--- src/rtl/uart_pkg.sv ---
// Shared types and helpers for the buffered UART transmitter.
package uart_pkg;

    typedef enum logic [1:0] {
        IDLE  = 2'd0,
        START = 2'd1,
        DATA  = 2'd2,
        STOP  = 2'd3
    } state_t;

    localparam int FRAME_BITS = 10;
    localparam int DATA_BITS  = 8;

    function automatic int baud_cnt_max(input int clk_freq, input int baud);
        return clk_freq / baud;
    endfunction

endpackage

--- src/rtl/uart_tx_buffered_sync_fifo.sv ---
// Show-ahead synchronous FIFO; full/empty come from the extra pointer MSB.
module sync_fifo #(
    parameter int WIDTH = 8,
    parameter int DEPTH = 16
) (
    input  logic                     clk,
    input  logic                     rst,
    input  logic                     wr_en,
    input  logic [WIDTH-1:0]         wr_data,
    input  logic                     rd_en,
    output logic [WIDTH-1:0]         rd_data,
    output logic                     full,
    output logic                     empty,
    output logic [$clog2(DEPTH):0]   count
);
    localparam int AW = $clog2(DEPTH);

    logic [WIDTH-1:0] mem_q [DEPTH];
    logic [AW:0]      wr_ptr_q, wr_ptr_d;
    logic [AW:0]      rd_ptr_q, rd_ptr_d;
    logic             do_wr, do_rd;

    assign full    = (wr_ptr_q[AW] != rd_ptr_q[AW]) && (wr_ptr_q[AW-1:0] == rd_ptr_q[AW-1:0]);
    assign empty   = (wr_ptr_q == rd_ptr_q);
    assign count   = wr_ptr_q - rd_ptr_q;
    assign rd_data = mem_q[rd_ptr_q[AW-1:0]];

    always_comb begin
        do_wr    = wr_en && !full;
        do_rd    = rd_en && !empty;
        wr_ptr_d = do_wr ? wr_ptr_q + 1'b1 : wr_ptr_q;
        rd_ptr_d = do_rd ? rd_ptr_q + 1'b1 : rd_ptr_q;
    end

    always_ff @(posedge clk or posedge rst) begin
        if (rst) begin
            wr_ptr_q <= '0;
            rd_ptr_q <= '0;
        end else begin
            wr_ptr_q <= wr_ptr_d;
            rd_ptr_q <= rd_ptr_d;
        end
    end

    // Storage is not reset: clearing the pointers already discards its contents.
    always_ff @(posedge clk) begin
        if (do_wr) begin
            mem_q[wr_ptr_q[AW-1:0]] <= wr_data;
        end
    end

endmodule

--- src/rtl/uart_tx_buffered.sv ---
// Buffered 8N1 transmitter: byte FIFO in front of a baud-timed shift FSM.
module uart_tx_buffered
    import uart_pkg::*;
#(
    parameter int CLK_FREQ   = 50_000_000,
    parameter int BAUD_RATE  = 9600,
    parameter int FIFO_DEPTH = 16,
    parameter int CNT_W      = 5
) (
    input  logic             sys_clk,
    input  logic             sys_rst,
    input  logic [7:0]       pi_data,
    input  logic             pi_flag,
    output logic             pi_ready,
    output logic             tx,
    output logic             tx_busy,
    output logic             flag_txe,
    output logic [CNT_W-1:0] fifo_cnt,
    output logic             ovf_flag,
    output state_t           dbg_state
);
    // Handshake: a byte is taken on any rising edge where pi_flag=1 and
    // pi_ready=1; pi_flag=1 with pi_ready=0 drops the byte and pulses ovf_flag.
    localparam int BAUD_CNT_MAX = baud_cnt_max(CLK_FREQ, BAUD_RATE);
    localparam int BAUD_W       = (BAUD_CNT_MAX > 1) ? $clog2(BAUD_CNT_MAX) : 1;
    localparam int FCW          = $clog2(FIFO_DEPTH) + 1;
    localparam int BIT_W        = $clog2(DATA_BITS);

    localparam logic [BAUD_W-1:0] BAUD_LAST = BAUD_W'(BAUD_CNT_MAX - 1);
    localparam logic [BIT_W-1:0]  BIT_LAST  = BIT_W'(DATA_BITS - 1);

    state_t                  state_q, state_d;
    logic [BAUD_W-1:0]       baud_cnt_q, baud_cnt_d;
    logic [BIT_W-1:0]        bit_cnt_q, bit_cnt_d;
    logic [DATA_BITS-1:0]    shift_q, shift_d;
    logic                    tx_q, tx_d;
    logic                    busy_q, busy_d;
    logic                    ovf_flag_q, ovf_flag_d;

    logic                    pop;
    logic                    bit_end;
    logic [7:0]              fifo_head;
    logic                    fifo_full, fifo_empty;
    logic [FCW-1:0]          fifo_count;

    sync_fifo #(
        .WIDTH (8),
        .DEPTH (FIFO_DEPTH)
    ) u_fifo (
        .clk     (sys_clk),
        .rst     (sys_rst),
        .wr_en   (pi_flag),
        .wr_data (pi_data),
        .rd_en   (pop),
        .rd_data (fifo_head),
        .full    (fifo_full),
        .empty   (fifo_empty),
        .count   (fifo_count)
    );

    always_comb begin
        state_d    = state_q;
        baud_cnt_d = baud_cnt_q;
        bit_cnt_d  = bit_cnt_q;
        shift_d    = shift_q;
        pop        = 1'b0;
        bit_end    = (baud_cnt_q == BAUD_LAST);

        case (state_q)
            IDLE: begin
                baud_cnt_d = '0;
                if (!fifo_empty) begin
                    pop       = 1'b1;
                    shift_d   = fifo_head;
                    bit_cnt_d = '0;
                    state_d   = START;
                end
            end
            START: begin
                if (bit_end) begin
                    baud_cnt_d = '0;
                    state_d    = DATA;
                end else begin
                    baud_cnt_d = baud_cnt_q + 1'b1;
                end
            end
            DATA: begin
                if (bit_end) begin
                    baud_cnt_d = '0;
                    shift_d    = {1'b0, shift_q[DATA_BITS-1:1]};
                    bit_cnt_d  = bit_cnt_q + 1'b1;
                    if (bit_cnt_q == BIT_LAST) begin
                        state_d = STOP;
                    end
                end else begin
                    baud_cnt_d = baud_cnt_q + 1'b1;
                end
            end
            STOP: begin
                if (bit_end) begin
                    baud_cnt_d = '0;
                    // Chain straight into the next start bit when more bytes wait.
                    if (!fifo_empty) begin
                        pop       = 1'b1;
                        shift_d   = fifo_head;
                        bit_cnt_d = '0;
                        state_d   = START;
                    end else begin
                        state_d = IDLE;
                    end
                end else begin
                    baud_cnt_d = baud_cnt_q + 1'b1;
                end
            end
            default: state_d = IDLE;
        endcase

        // Line level follows the state one cycle later, so each bit keeps its full width.
        case (state_q)
            START:   tx_d = 1'b0;
            DATA:    tx_d = shift_q[0];
            default: tx_d = 1'b1;
        endcase
        busy_d     = (state_q != IDLE);
        ovf_flag_d = pi_flag && fifo_full;
    end

    always_ff @(posedge sys_clk or posedge sys_rst) begin
        if (sys_rst) begin
            state_q    <= IDLE;
            baud_cnt_q <= '0;
            bit_cnt_q  <= '0;
            shift_q    <= '0;
            tx_q       <= 1'b1;
            busy_q     <= 1'b0;
            ovf_flag_q <= 1'b0;
        end else begin
            state_q    <= state_d;
            baud_cnt_q <= baud_cnt_d;
            bit_cnt_q  <= bit_cnt_d;
            shift_q    <= shift_d;
            tx_q       <= tx_d;
            busy_q     <= busy_d;
            ovf_flag_q <= ovf_flag_d;
        end
    end

    assign tx        = tx_q;
    assign tx_busy   = busy_q;
    assign ovf_flag  = ovf_flag_q;
    assign pi_ready  = !fifo_full;
    assign fifo_cnt  = CNT_W'(fifo_count);
    // Stays low through the last stop bit, which is still on the line after the FSM returns to IDLE.
    assign flag_txe  = fifo_empty && (state_q == IDLE) && !busy_q;
    assign dbg_state = state_q;

endmodule

--- config.mk ---
export PLATFORM = sky130hd
export DESIGN_NAME = uart_tx_buffered
export DESIGN_NICKNAME = d
export VERILOG_FILES = /design/src/rtl/uart_pkg.sv /design/src/rtl/uart_tx_buffered_sync_fifo.sv /design/src/rtl/uart_tx_buffered.sv
export SDC_FILE = /design/constraint.sdc
export NUM_CORES = 1
export LEC_CHECK = 0
export ABC_AREA = 0
export BUFFER_PORTS_ARGS = -buffer_cell sky130_fd_sc_hd__buf_2
export CORE_ASPECT_RATIO = 0.75
export CORE_MARGIN = 4
export CORE_UTILIZATION = 40
export DETAILED_ROUTE_END_ITERATION = 10
export PLACE_DENSITY_LB_ADDON = 0.2
export SYNTH_ARGS = -nofsm -noshare
export SYNTH_HDL_FRONTEND = slang
export SYNTH_SLANG_ARGS = --single-unit
--- constraint.sdc ---
create_clock -name sys_clk -period 8.2 [get_ports sys_clk]
set_clock_uncertainty 0.15 [all_clocks]
set_input_delay 1.23 -clock sys_clk [delete_from_list [all_inputs] [get_ports sys_clk]]
set_output_delay 1.23 -clock sys_clk [all_outputs]
set_load 0.01 [all_outputs]
# [Word level (Yosys, flattened, before mapping)]
# Memory sizes are Yosys's and may differ from the RTL's.
# Cells that the tools add are included.
[word_totals] reg_bits=39 ramBits=128 inputBits=11 output_inout_bits=12 elab_cells=66 mem_count=1
[mem_list] name="u_fifo.mem_q" depth=16 word_bits=8 rd=1 rd_ports_with_merged_regs=0 write_ports=1 line_no="uart_tx_buffered_sync_fifo.sv:18" source="logic [WIDTH-1:0] mem_q [DEPTH];"
[classes] n_addsub=5 eq_ne=13 mux=23 reduce_logical=15
[ops] operator="$pmux 13 s2" count=1
[ops] operator="$mux 8" count=3
[ops] operator="$pmux 8 s3" count=1
[ops] operator="$add 13x1->13 const B" count=1
[ops] operator="$eq 13x13->1 const B" count=1
[ops] operator="$mux 13" count=1
[ops] operator="$add 5x1->5 const B" count=2
[ops] operator="$mux 2" count=5
[ops] operator="$ne 2x2->1 const B" count=5
[ops] operator="$mux 3" count=3
[ops] operator="$pmux 3 s3" count=1
[ops] operator="$pmux 2 s4" count=1
[ops] operator="$logic_and 1x1->1" count=6
[ops] operator="$eq 5x5->1" count=1
[ops] operator="$mux 1" count=5
[ops] operator="$reduce_and 5->1" count=1
[ops] operator="$sub 5x5->5" count=1
[ops] operator="$eq 2x2->1 const B" count=2
[ops] operator="$eq 4x4->1" count=1
[ops] operator="$pmux 1 s2" count=2
[ops] operator="$add 3x1->3 const B" count=1
[ops] operator="$eq 3x3->1 const B" count=1
[ops] operator="$logic_not 1->1" count=3
[ops] operator="$reduce_and 3->1" count=1
[ops] operator="other kinds (6)" count=6

# [Logic depth before layout (Yosys ltp)]
[depth] ltp_word=6 ltp_mapped=8 ltp_nobuf=7

# [Modules after synthesis]
# Synthesis repeated with hierarchy kept, for this count alone.
[unflattened] cells_unflattened=438 area_unflattened_um2=7252.0
[modules_own_cells] mod="sync_fifo" n_inst=1 cells_per_inst=299 area_each_um2=5691.7 seq_area_each_um2=4093.9
[modules_own_cells] mod="uart_tx_buffered" n_inst=1 cells_per_inst=139 area_each_um2=1560.2 seq_area_each_um2=726.9

# [Worst setup path after synthesis]
# Ideal clock, no wire load.
[synth_timing] path_kind="register to output" startpoint="register u_fifo.rd_ptr_q[1]" endpoint="output flag_txe" arrival_time_ps=1885 required_ps=6820 path_slack_ps=4935 path_stages_with_launch=8 path_buffers=2 path_cell_list="dfrtp_1 > buf_4 > buf_4 > inv_1 > ha_1 > nand4_1 > or3_1 > nor2_1"
[synth_via] elab_chain_len=3
[synth_rtl] element="start: declaration" line_no="uart_tx_buffered_sync_fifo.sv:20" source="logic [AW:0] rd_ptr_q, rd_ptr_d;"
[synth_rtl] element="start signal: assignment" line_no="uart_tx_buffered_sync_fifo.sv:41" source="rd_ptr_q <= rd_ptr_d;"
[synth_rtl] element="$eq 5x5->1" line_no="uart_tx_buffered_sync_fifo.sv:24" source="assign empty = (wr_ptr_q == rd_ptr_q);"
[synth_rtl] element="$logic_and 1x1->1 (2 in a row)" line_no="uart_tx_buffered.sv:154" source="assign flag_txe = fifo_empty && (state_q == IDLE) && !busy_q;"
[synth_rtl] element="end: declaration" line_no="uart_tx_buffered.sv:17" source="output logic flag_txe,"
# Every way passes these cells.

# [Worst setup path after layout]
# Ends and elaborated chain as after synthesis.

==> impl_metrics.json <==
{
  "layout_common_cells": "edfxtp_1, dfrtp_1, nor2_1",
  "dieArea_um2": 20100,
  "cts_hold_buf": 0,
  "grt_pass1_vias": 3861,
  "via_count": 3800,
  "clk_pin_slew_ns": 0.07,
  "post-route-util": 0.458,
  "max_slew_margin": 0.151,
  "place_ws_ns": 4.59,
  "rsz0062_at_grt": "no",
  "drtPass1Iterations": 5,
  "gp_congestion": 0.777,
  "endpoint_kind": "output pin",
  "pin_count": 23,
  "synth_edf_count": 128,
  "crit_type": "flip-flop to output pin",
  "root_buffer": "clkbuf_16",
  "clockBufferDepth": 2,
  "cp.arrival_ns": 2.55,
  "ys_seq_area_frac": 0.675,
  "die_w_um": 162,
  "clkLatencyLatePin_ns": 0.43,
  "synth_top_area_cell": "edfxtp_1",
  "hold_violations": 0,
  "start_util": 0.406,
  "power.density_nw_per_um2": 360,
  "cts_setup_buffers": 0,
  "synth_area_per_cell_um2": 16.2,
  "synth_area_leaders": "edfxtp_1, dfrtp_1, mux4_2, ha_1, mux2_2",
  "grt_max_degree": 40,
  "num_rows": 42,
  "tns_ns": 0,
  "yosys.cell_types.count": 56,
  "worstMarginPinSlew_ns": 1.26,
  "setup_viol": 0,
  "antenna_found_initial": 0,
  "drt-initial-drc-count": 442,
  "critPathTopFamily": "simple AND/OR/NAND/NOR gates",
  "die_h_um": 124,
  "via_per_inst": 5.25,
  "synth_top_area_share": 0.538,
  "p_sw_frac": 0.349,
  "cts.repair.resized": 0,
  "layout_commonest_cell": "edfxtp_1",
  "dp_hpwl_um": 9750,
  "synthArstFlopShare": 0.234,
  "yosysWarningCount": 0,
  "postSynthCellCount": 440,
  "p_sw_w": 0.00101,
  "setup_slack_ns": 4.27,
  "antenna_cells": 0,
  "critical_path_buf_inv_count": 3,
  "pwr-share-clk": 0.262,
  "fin_crit_ns": 3.93,
  "fmax_ghz": 0.254,
  "h-tree-depth": 4,
  "portBuffers": 22,
  "fin_cells": 724,
  "cp_cell_sequence": "buf_4 -> inv_1 -> ha_1 -> nand4_1 -> or3_1 -> nor2_1 -> buf_2",
  "required_ns": 6.82,
  "p_leak_nw": 2.88,
  "cts_tree": "done",
  "synthesis.area_um2": 7140,
  "final_layout_size_suffix_gt1_frac": 0.224,
  "syn_nets": 469,
  "status": "complete, no violations",
  "period_share": 0.480,
  "dp_cells": 692,
  "cp_max_fo": 33,
  "grt_util_all_layers": 0.152,
  "slowest_delay_ns": 0.44,
  "cts_made_buffers": 17,
  "startpoint_type": "flip-flop",
  "routed_wl_um": 14300,
  "power_frac_comb": 0.352,
  "fin_nets": 498,
  "coreArea_um2": 17600,
  "maxCapViolCount": 0,
  "ant_nets": 0,
  "slew_violations": 0,
  "hold_class": "flip-flop to flip-flop",
  "fillers": 1508,
  "grt_pass1_wl_um": 22600,
  "ys.flop_type": "edfxtp_1",
  "area_growth_syn_to_layout_pct": 12.9,
  "p_int_w": 0.00189,
  "seq_power_share": 0.387,
  "drc": 0,
  "overflow": 0,
  "vdd_ir_drop_max_mv": 0.162,
  "cts.sinks": 167,
  "crit_path_top_delay_cell": "buf_4",
  "wl_per_cell_um": 19.7,
  "ys_ff_latch": 167
}
## registers in the layout (all words and copies together), names as in the netlist, 2 cells and up
| signal | count |
|---|---|
| bit_cnt_q | 3 |
| u_fifo.mem_q | 128 |
| u_fifo.rd_ptr_q | 5 |
| u_fifo.wr_ptr_q | 5 |
| dbg_state | 2 |
| baud_cnt_q | 13 |
| shift_q | 8 |
## layer usage
layer | vias to the layer above | global-route usage | part of all wire
met4 | 0 | 0.0412 | 0.011
li1 | 1759 | - | -
met3 | 16 | 0.0384 | 0.038
met5 | - | 0 | 0
met2 | 63 | 0.223 | 0.45
met1 | 1962 | 0.226 | 0.50
## worst register-to-register path: cells and delay by family, from the launching register on
kind / cells / cell delay [ns]
buf+inv: 2 / 0.57
simple gates: 3 / 1.42
compound gates: 1 / 0.37
flops: 1 / 0.32
fa+ha+maj: 1 / 0.35
## cell type report
cell class | count | area (um2) | area share
tap | 242 | 303 | 0.0375
multi-input combinational | 233 | 2150 | 0.267
clock buffer | 17 | 425 | 0.0527
clock inverter | 15 | 133 | 0.0164
sequential | 167 | 4820 | 0.598
inverter | 24 | 90.1 | 0.0112
timing repair buffer | 26 | 140 | 0.0174
## power groups by stage
stage | Sequential (W) | Clock, W | Combinational (W)
floorplan | 0.00112 | 0 | 0.000775
global placement | 0.00114 | 0 | 0.00101
detailed placement | 0.00114 | 0 | 0.00103
CTS | 0.00112 | 0.000776 | 0.00104
global route | 0.00114 | 0.000816 | 0.00113
finish | 0.00112 | 0.000761 | 0.00102
## synthesized netlist by cell type, types with 2 or more instances
library cell	n
edfxtp_1	128
dfrtp_1	38
nor2_1	26
inv_1	24
mux4_2	24
nand2_1	20
ha_1	17
mux2_2	15
o21ai_0	11
xnor2_1	11
nor3_1	10
nand3_1	9
a22oi_1	7
xor2_1	7
a21oi_1	6
a221oi_1	6
nand4_1	6
a32o_1	5
clkbuf_1	5
mux2i_1	5
or3_1	5
and3_1	4
buf_2	4
nand2b_1	4
buf_1	3
buf_4	3
a21o_1	2
and2_1	2
mux4_1	2
nor2b_1	2
o2111a_1	2
o31ai_1	2
o41ai_1	2
## cell families (layout without fill, tap and decap cells)
family	count (synthesis)	count (layout)	synth area share
adders and majority gates	18	18	0.0326
DFF	167	167	0.675
and+or+nand+nor	96	96	0.0701
xor gates and xnor gates	19	19	0.0243
buffers and inverters	40	82	0.0243
AOI/OAI and AO/OA	53	53	0.0580
muxes	47	47	0.116
## worst paths after layout
kind	start	endpoint	slack [ns]	cells past startpoint
min in group asynchronous	sys_rst	u_fifo.wr_ptr_q[4]$_DFFE_PP0P_	0.77	3
setup / recovery	u_fifo.rd_ptr_q[1]$_DFFE_PP0P_	flag_txe	4.27	7
hold reg to reg	baud_cnt_q[0]$_DFF_PP0_	baud_cnt_q[0]$_DFF_PP0_	0.31	1
setup reg to reg	u_fifo.rd_ptr_q[1]$_DFFE_PP0P_	u_fifo.mem_q[1][7]$_DFFE_PP_	4.63	7
hold / removal	baud_cnt_q[0]$_DFF_PP0_	baud_cnt_q[0]$_DFF_PP0_	0.31	1
max in group asynchronous	sys_rst	tx$_DFF_PP1_	6.74	3
## through the flow
stage | power [W] | area [um2] | hold WS (ns)
4_1_cts | 0.00294 | 8060 | 0.311
3_5_place_dp | 0.00217 | 7500 | 0.301
5_1_grt | 0.00309 | 8070 | 0.339
6_report | 0.00291 | 8070 | 0.309
2_1_floorplan | 0.00189 | 7140 | 0.274
3_3_place_gp | 0.00215 | 7500 | 0.290
No activity file was read; power rests on OpenSTA's default activity.
